--- src/rtl/display_pkg.sv ---
// display_pkg: shared mode codes, source codes and FSM encoding for the display scheduler
package display_pkg;
  localparam logic [1:0] MODE_AUTO = 2'b00;
  localparam logic [1:0] MODE_STEP = 2'b01;
  localparam logic [1:0] MODE_CPU = 2'b10;
  localparam logic [1:0] MODE_FREEZE = 2'b11;
  localparam logic [2:0] SRC_CPU = 3'd4;
  localparam logic [2:0] SRC_NONE = 3'd7;
  typedef enum logic [1:0] {SHOW, OVERRIDE, CPUONLY, FROZEN} state_t;
endpackage

--- src/rtl/display_source_scheduler_if.sv ---
// display_source_scheduler_if: CPU store, debug taps, controls and display output of the scheduler
interface display_source_scheduler_if;
  logic mmio_we;
  logic [15:0] mmio_wdata;
  logic [63:0] src_data;
  logic [3:0] src_valid;
  logic [1:0] mode;
  logic step_btn;
  logic [15:0] display_data;
  logic [2:0] cur_src;
  modport master (
    output mmio_we, mmio_wdata, src_data, src_valid, mode, step_btn,
    input display_data, cur_src
  );
  modport slave (
    input mmio_we, mmio_wdata, src_data, src_valid, mode, step_btn,
    output display_data, cur_src
  );
endinterface

--- src/rtl/rr_next_src.sv ---
// rr_next_src: round-robin search for the next valid debug source after cur, wrapping to cur itself
module rr_next_src
  import display_pkg::*;
(
  input logic [2:0] cur,
  input logic [3:0] valid,
  output logic [2:0] next
);
  logic [1:0] base;
  assign base = cur[2] ? 2'd3 : cur[1:0];
  // nearest valid slot wins because the k=1 candidate is evaluated last
  always_comb begin
    next = SRC_NONE;
    for (int k = 4; k >= 1; k--)
      if (valid[base + 2'(k)]) next = {1'b0, base + 2'(k)};
  end
endmodule

--- src/rtl/display_source_scheduler.sv ---
// display_source_scheduler: picks the 16-bit value shown on the seven-segment display
module display_source_scheduler
  import display_pkg::*;
#(
  parameter int DWELL_CYCLES = 100_000_000,
  parameter int OVERRIDE_CYCLES = 200_000_000
) (
  input logic clk,
  input logic reset,
  display_source_scheduler_if.slave bus
);
  localparam int DW = $clog2(DWELL_CYCLES);
  localparam int OW = $clog2(OVERRIDE_CYCLES);
  state_t state, state_n;
  logic [2:0] cur_n, saved_src, saved_n, nxt;
  logic [DW-1:0] dwell_cnt, dwell_n;
  logic [OW-1:0] ovr_cnt, ovr_n;
  logic [15:0] cpu_latch, sel;
  logic [1:0] mode_d;
  logic step_d, step_edge, cur_bad;
  rr_next_src u_rr (.cur(bus.cur_src), .valid(bus.src_valid), .next(nxt));
  assign step_edge = bus.step_btn & ~step_d;
  assign cur_bad = bus.cur_src[2] ? (bus.cur_src == SRC_NONE && |bus.src_valid)
                                  : !bus.src_valid[bus.cur_src[1:0]];
  // value feeding the display register; disabled debug sources read as blank
  always_comb
    sel = !bus.cur_src[2] ? (bus.src_valid[bus.cur_src[1:0]] ? bus.src_data[{bus.cur_src[1:0], 4'b0} +: 16] : 16'h0000)
        : bus.cur_src == SRC_CPU ? cpu_latch : 16'h0000;
  // next state: mode change first, then CPU write, invalid source, dwell/step, override timeout
  always_comb begin
    state_n = state;
    cur_n = bus.cur_src;
    saved_n = saved_src;
    dwell_n = dwell_cnt;
    ovr_n = ovr_cnt;
    if (bus.mode != mode_d) begin
      dwell_n = '0;
      ovr_n = '0;
      if (bus.mode == MODE_CPU) begin
        state_n = CPUONLY;
        cur_n = SRC_CPU;
        if (!bus.cur_src[2]) saved_n = bus.cur_src;
      end else if (bus.mode == MODE_FREEZE) state_n = FROZEN;
      else begin
        state_n = SHOW;
        if (bus.cur_src == SRC_CPU) cur_n = saved_src;
      end
    end else if (state == SHOW) begin
      if (bus.mmio_we) begin
        state_n = OVERRIDE;
        saved_n = bus.cur_src;
        cur_n = SRC_CPU;
        ovr_n = OW'(OVERRIDE_CYCLES - 1);
      end else if (cur_bad) begin
        cur_n = nxt;
        dwell_n = '0;
      end else if (bus.mode == MODE_AUTO) begin
        dwell_n = dwell_cnt == DW'(DWELL_CYCLES - 1) ? '0 : dwell_cnt + DW'(1);
        if (dwell_cnt == DW'(DWELL_CYCLES - 1)) cur_n = nxt;
      end else begin
        dwell_n = '0;
        if (step_edge) cur_n = nxt;
      end
    end else if (state == OVERRIDE) begin
      if (bus.mmio_we) ovr_n = OW'(OVERRIDE_CYCLES - 1);
      else if (ovr_cnt == '0) begin
        state_n = SHOW;
        cur_n = saved_src;
        dwell_n = '0;
      end else ovr_n = ovr_cnt - OW'(1);
    end
  end
  // state, counters, CPU latch and the display register; frozen display holds its value
  always_ff @(posedge clk or posedge reset) begin
    if (reset) begin
      state <= SHOW;
      bus.cur_src <= '0;
      saved_src <= '0;
      dwell_cnt <= '0;
      ovr_cnt <= '0;
      cpu_latch <= '0;
      bus.display_data <= '0;
      mode_d <= MODE_AUTO;
      step_d <= 1'b0;
    end else begin
      state <= state_n;
      bus.cur_src <= cur_n;
      saved_src <= saved_n;
      dwell_cnt <= dwell_n;
      ovr_cnt <= ovr_n;
      mode_d <= bus.mode;
      step_d <= bus.step_btn;
      if (bus.mmio_we) cpu_latch <= bus.mmio_wdata;
      if (state != FROZEN) bus.display_data <= sel;
    end
  end
endmodule

--- src/flat_wrapper.sv ---
// flat-port wrapper written by rule: the top's interface ports become plain ports
module display_source_scheduler_flat import display_pkg::*;
#(
  parameter int DWELL_CYCLES = 100_000_000,
  parameter int OVERRIDE_CYCLES = 200_000_000
)
  (clk, reset, bus_mmio_we, bus_mmio_wdata, bus_src_data, bus_src_valid, bus_mode, bus_step_btn, bus_display_data, bus_cur_src);
  display_source_scheduler_if bus_i ();
  input logic clk;
  input logic reset;
  input wire logic [$bits(bus_i.mmio_we)-1:0] bus_mmio_we;
  input wire logic [$bits(bus_i.mmio_wdata)-1:0] bus_mmio_wdata;
  input wire logic [$bits(bus_i.src_data)-1:0] bus_src_data;
  input wire logic [$bits(bus_i.src_valid)-1:0] bus_src_valid;
  input wire logic [$bits(bus_i.mode)-1:0] bus_mode;
  input wire logic [$bits(bus_i.step_btn)-1:0] bus_step_btn;
  output wire logic [$bits(bus_i.display_data)-1:0] bus_display_data;
  output wire logic [$bits(bus_i.cur_src)-1:0] bus_cur_src;
  assign bus_i.mmio_we = bus_mmio_we;
  assign bus_i.mmio_wdata = bus_mmio_wdata;
  assign bus_i.src_data = bus_src_data;
  assign bus_i.src_valid = bus_src_valid;
  assign bus_i.mode = bus_mode;
  assign bus_i.step_btn = bus_step_btn;
  assign bus_display_data = bus_i.display_data;
  assign bus_cur_src = bus_i.cur_src;
  display_source_scheduler #(.DWELL_CYCLES(DWELL_CYCLES), .OVERRIDE_CYCLES(OVERRIDE_CYCLES)) u_core (.clk(clk), .reset(reset), .bus(bus_i));
endmodule
--- config.mk ---
export PLATFORM = sky130hd
export DESIGN_NAME = display_source_scheduler_flat
export DESIGN_NICKNAME = d
export VERILOG_FILES = /design/src/rtl/display_pkg.sv /design/src/rtl/display_source_scheduler_if.sv /design/src/rtl/rr_next_src.sv /design/src/rtl/display_source_scheduler.sv /design/src/flat_wrapper.sv
export SDC_FILE = /design/constraint.sdc
export NUM_CORES = 1
export LEC_CHECK = 0
export ABC_AREA = 1
export CORE_MARGIN = 2
export CORE_UTILIZATION = 45
export DETAILED_ROUTE_END_ITERATION = 7
export PLACE_DENSITY = 0.7
export SLEW_MARGIN = 20
export SYNTH_ARGS = -nofsm -noshare
export SYNTH_HDL_FRONTEND = slang
export SYNTH_HIERARCHICAL = 1
export SYNTH_SLANG_ARGS = --single-unit
export TNS_END_PERCENT = 100
--- constraint.sdc ---
create_clock -name clk -period 3.4 [get_ports clk]
set_clock_uncertainty 0.15 [all_clocks]
set_input_delay 0.34 -clock clk [delete_from_list [all_inputs] [get_ports clk]]
set_output_delay 0.34 -clock clk [all_outputs]
set_load 0.02 [all_outputs]
## Word level (Yosys, flattened, before mapping)

Index checks and enable logic that the tools add are counted.

- Multipliers: 0
- Shift operators: 1
- Eq/ne operators: 20
- Reduce and logical (&&, ||, !) cells: 15
- $lt $le $gt $ge: 5
- Divide/modulo/power cells: 0
- Multiplexer cells: 60
- Add/subtract/negate cells: 5
- Bitwise logic cells: 2

Operator list:

| kind | count |
|---|---|
| 2-to-1 mux 27 bit | 9 |
| 2-to-1 mux 28 bit | 6 |
| 2-to-1 mux 3 bit | 22 |
| indexed part select 64 x 7 -> 16 bit | 1 |
| 2-to-1 mux 16 bit | 3 |
| zero test 28 bit | 1 |
| subtractor 28 x 1 -> 28 bit, second input constant | 1 |
| adder 27 x 1 -> 27 bit, second input constant | 1 |
| == test 27 bit, second input constant | 1 |
| 2-to-1 mux 2 bit | 9 |
| < comparator 2 x 3 -> 1 bit, second input constant | 5 |
| inequality test 3 x 2 -> 1 bit, second input constant | 4 |
| AND reduction 4 bit | 3 |
| binary-select mux 1 bit (select 2 bit) | 5 |
| inequality test 4 x 3 -> 1 bit, second input constant | 2 |
| AND reduction 7 bit | 1 |
| == test 3 bit, second input constant | 2 |
| 2-to-1 mux 1 bit | 6 |
| inequality test 2 bit, second input constant | 3 |
| inequality test 6 x 3 -> 1 bit, second input constant | 1 |
| inequality test 6 x 4 -> 1 bit, second input constant | 1 |
| nonzero test 3 bit | 2 |
| adder 2 bit, second input constant | 2 |
| == test 2 bit, second input constant | 2 |
| 13 further kinds | 15 |

- Output and inout bits: 19
- Bits of input ports: 90
- Memories kept: 0
- Word-level logic and storage cells: 117
- ROM bits: 0
- Latch bits: 0
- Register bits: 98
- Bits in writable memories: 0

## Longest topological paths before layout

- Depth in word-level cells: 13
- Depth in mapped cells: 13
- Mapped depth without buffers: 13

## Hierarchy

The synthesis kept the hierarchy.

By module, submodules not included:

| module | area each (um2) | seq. area each (um2) | cells an instance | instances |
|---|---|---|---|---|
| display_source_scheduler | 6,018.3 | 2,452.4 | 884 | 1 |
| rr_next_src | 221.5 | 0.0 | 48 | 1 |

## Worst setup path after synthesis

No wires, ideal clock.

- Kind: register to register
- Start: register u_core.ovr_cnt[0]
- End: register u_core.ovr_cnt[0]
- Cell stages (with the launch flop): 13
- Setup time: 0.123 ns
- Data required time: 3.127 ns
- Clock period less this slack: 1.906 ns
- Slack: 1.494 ns
- Buffers on the path: 1
- Arrival: 1.632 ns
- Cell sequence: dfrtp_1 -> inv_1 -> ha_1 -> nand2_1 -> nor2_1 -> nand3_1 -> nor2_4 -> nand2_1 -> nand2_4 -> nor2_4 -> buf_4 -> o21ai_1 -> o21ai_1

- Word-level cells in the longest chain between the ends: 6

RTL lines:

| element | line | text |
|---|---|---|
| from (decl) | display_source_scheduler.sv:17 | `logic [OW-1:0] ovr_cnt, ovr_n;` |
| from (signal assigned) | display_source_scheduler.sv:90 | `ovr_cnt <= ovr_n;` |
| subtractor 28 x 1 -> 28 bit | display_source_scheduler.sv:70 | `end else ovr_n = ovr_cnt - OW'(1);` |
| 2-to-1 mux 28 bit | display_source_scheduler.sv:66 | `else if (ovr_cnt == '0) begin` |
| 2-to-1 mux 28 bit | display_source_scheduler.sv:65 | `if (bus.mmio_we) ovr_n = OW'(OVERRIDE_CYCLES - 1);` |
| 2-to-1 mux 28 bit | display_source_scheduler.sv:64 | `end else if (state == OVERRIDE) begin` |
| 2-to-1 mux 28 bit | display_source_scheduler.sv:48 | `end else if (state == SHOW) begin` |
| 2-to-1 mux 28 bit | display_source_scheduler.sv:36 | `if (bus.mode != mode_d) begin` |

Parallel ways exist; a longest one is shown, timed or not. The select of a mux whose other input is x is not followed.
A chain may end at the register's enable or synchronous reset.

## Worst setup path after layout

- Start: input bus_mode[1]
- End: register u_core.dwell_cnt[4]

- Word-level cells in the longest chain between the ends: 6

RTL lines:

| element | line | text |
|---|---|---|
| from (decl) | flat_wrapper.sv:15 | `input wire logic [$bits(bus_i.mode)-1:0] bus_mode;` |
| zero test 2 bit | display_source_scheduler.sv:57 | `end else if (bus.mode == MODE_AUTO) begin` |
| 2-to-1 mux 27 bit | display_source_scheduler.sv:57 |  |
| 2-to-1 mux 27 bit | display_source_scheduler.sv:54 | `end else if (cur_bad) begin` |
| 2-to-1 mux 27 bit | display_source_scheduler.sv:49 | `if (bus.mmio_we) begin` |
| 2-to-1 mux 27 bit | display_source_scheduler.sv:48 |  |
| 2-to-1 mux 27 bit | display_source_scheduler.sv:36 |  |
| to (signal assigned) | display_source_scheduler.sv:89 | `dwell_cnt <= dwell_n;` |
| to (decl) | display_source_scheduler.sv:16 | `logic [DW-1:0] dwell_cnt, dwell_n;` |

Parallel ways exist; a longest one is shown, timed or not. The select of a mux whose other input is x is not followed.

==> results by group <==
Timing
  • RSZ-0062 raised after global routing: no
  • Relative slew slack: 0.308
  • Final Hold Slack: 0.243 ns
  • Final hold vios: 0
  • Setup-failing EPs final: 0
  • Max-slew violations: 0
  • FMAX: just under 400 MHz
  • Final worst setup slack: about 0.80 ns
  • Slew @ Worst Pin: slightly above 1 ns
  • Total negative slack: 0 ns
  • Fin crit period: roughly 2.6 ns
  • Final period utilization: 0.764

Synthesis
  • Post-Syn Nets: 1025
  • Commonest cells post-synth: 274 x nand2_1, 133 x nor2_1, 98 x dfrtp_1
  • Ys flop type: dfrtp_1
  • Register area share after synthesis: 0.393
  • Syn Std Cell Area: between 0.006 and 0.007 mm²
  • Ys async rst share: 1.00
  • Number of synthesized flops with an enable pin: 0
  • Synth Register Bits: between 90 and 100
  • Top cells by area, synth: dfrtp_1 39%, nand2_1 16%, nor2_1 8.0%
  • Yosys cell types: 38
  • Synth top area share: 0.393
  • Mapped Cells: 932
  • Yosys warns: 6
  • Mean Syn Cell Area: about 6.7 µm²
  • Largest area contributor in the netlist: dfrtp_1
  • Most common cell in the synthesized netlist: nand2_1

Detailed routing
  • Vias per cell: about 5.2
  • Routed WL: roughly 17000 µm
  • Remaining antenna violation count: 0
  • Routed len/inst: about 14 µm
  • 1st-pass router iterations: 5
  • Drt initial violations: about 430
  • Vias: ~6300
  • DRC Markers: 0

Setup path
  • CP Class: input port to flop
  • Slowest stage delay, CP: roughly 0.6 ns
  • Critical path peak fanout: 11
  • Slowest-stage cell, CP: clkdlybuf4s50_1
  • CP Capture Type: flop
  • Crit path max-delay family: simple AND/OR/NAND/NOR gates
  • Critical Path Sink: u_core/dwell_cnt[4]$_DFFE_PP0P_
  • Flop2flop setup slack: 0.89 ns
  • Worst path depth: 8
  • Critical path launch point: bus_mode[1]
  • Reg-to-reg startpoint: u_core/bus.cur_src[1]$_DFFE_PP0P_
  • Worst Path Buf+Inv: 2
  • Arrival @ worst endpoint: 2.73 ns
  • Startpoint types: input port
  • Most frequent CP cell: nand2_1
  • Crit-path cells: clkdlybuf4s50_1, xnor2_1, nand2_1, nor2_2, nand2_1, o21ai_2, inv_1, nor2_1
  • FF-to-FF path depth: 9
  • Worst Path Required: roughly 3.5 ns
  • Reg2reg end: u_core/dwell_cnt[4]$_DFFE_PP0P_

Outcome
  • Status: finished clean

Clocking
  • Hold_buf cts: 0
  • CTS root buf: clkbuf_16
  • Post-cts resize count: 0
  • # H-tree levels: 3
  • CTS buffer count: 9
  • Clock sinks: 98
  • Setup Fix Bufs, Post-CTS: 0
  • CTS clock-pin slew for the worst setup and hold paths: 0.07 ns
  • Longest Clk Path Bufs: 2
  • Clk_lat worst skew: ~0.35 ns
  • CTS tree: built

Place
  • Port bufs: roughly 110
  • Half-perimeter wire length after detailed placement: 12400 µm
  • Placer congestion estimate: around 0.94
  • Dpl cell area: between 0.007 and 0.008 mm²
  • Pre-CTS setup slack: 0.472 ns
  • Placed cells: roughly 1200

Cells and area
  • Area grow syn2layout: 24.3%
  • Final nets: 1121
  • Share of cells above drive strength 1: 0.0542
  • Ant diodes: 0
  • Non-Filler Instances: around 1200
  • Final core utilization: 0.565
  • Fin area: between 0.007 and 0.008 mm²
  • # fillers: ~1300

Power
  • PwrDens: between 600 and 700 mW/mm²
  • Maximum VDD drop: about 0.00036 V
  • Leak Pwr: ~3.6 nW
  • Pwr Total: 4.66 mW

Min path
  • Worst Hold Class: input port to asynchronous set/reset pin

Global routing
  • First-pass GRT wire length: ~28000 µm
  • Pin count of the biggest net entering global routing: 58
  • Number of global-route vias before repair: about 6000
  • Grt total ovfl: 0
  • Gr usage total: 0.237
  • Initial antenna violation count: 0

Floorplanning
  • Die span in x: 122 µm
  • Die Y: ~120 µm
  • I/O pin cnt: 109
  • Row count: 43
  • Die area: between 0.01 and 0.015 mm²
  • Initial Utilization: 0.455
  • Core ar.: 0.0137 mm²

Flow run
  • Maxcap violations: 0
[cell type report]
cell class | count | area (µm²) | area share
multi-input combinational | 701 | 3240 | 0.418
sequential | 98 | 2450 | 0.316
timing repair buffer | 115 | 1150 | 0.148
inverter | 103 | 389 | 0.0502
clock buffer | 9 | 225 | 0.0290
tap | 180 | 225 | 0.0290
clock inverter | 7 | 76.3 | 0.00984
[registers in the layout, indices dropped and copies added, names as in the netlist]
signal,flops
u_core/bus.display_data,16
u_core/dwell_cnt,27
u_core/step_d,1
u_core/mode_d,2
u_core/cpu_latch,16
u_core/ovr_cnt,28
u_core/bus.cur_src,3
u_core/state,2
u_core/saved_src,3
[worst min-delay path by stage]
| stage | to | start |
|---|---|---|
| after floorplan | u_core/mode_d[0]$_DFF_PP0_ | bus_mode[0] |
| after global placement | u_core/cpu_latch[12]$_DFFE_PP0P_ | u_core/cpu_latch[12]$_DFFE_PP0P_ |
| after detailed placement | u_core/cpu_latch[9]$_DFFE_PP0P_ | u_core/cpu_latch[9]$_DFFE_PP0P_ |
| after CTS | u_core/ovr_cnt[12]$_DFFE_PP0P_ | reset |
| after global routing | u_core/ovr_cnt[1]$_DFFE_PP0P_ | reset |
| final | u_core/ovr_cnt[2]$_DFFE_PP0P_ | reset |
[report_power, final]
group	internal [mW]	switching (mW)	leakage, nW
logic	0.780	1.35	2.16
registers	1.36	0.138	1.29
clock network	0.577	0.459	0.148
[metal layers]
metal | GRT usage | wire, µm | vias to the layer above
li1 | - | - | 3202
met3 | 0.0342 | 935 | 13
met2 | 0.390 | 7700 | 155
met1 | 0.329 | 7830 | 2888
met4 | 0.0611 | 210 | 0
met5 | 0 | 0 | -
[cells by family (layout without fill, tap and decap cells)]
kind of cell / count (synthesis) / count (layout) / synth area share
fa+ha+maj: 3 / 3 / 0.00602
compound gates: 162 / 162 / 0.144
flops: 98 / 98 / 0.393
xor+xnor: 9 / 9 / 0.0126
buf+inv: 133 / 234 / 0.0878
simple gates: 527 / 527 / 0.357
[placed cells by master (no fill, tap or decap), drive strengths merged]
cell type,synthesis,final
a21o,1,1
a21oi,18,18
a31oi,16,16
buf,15,7
bufinv,0,1
clkbuf,15,9
clkdlybuf4s50,0,108
clkinv,2,5
clkinvlp,0,1
dfrtp,98,98
ha,3,3
inv,101,103
nand2,279,279
nand3,64,64
nand3b,3,3
nand4,15,15
nor2,146,146
nor3,16,16
nor4,4,4
o211ai,1,1
o21a,1,1
o21ai,102,102
o21bai,4,4
o22ai,18,18
o2bb2ai,1,1
xnor2,2,2
xor2,7,7
(Power assumes the default switching activity.)
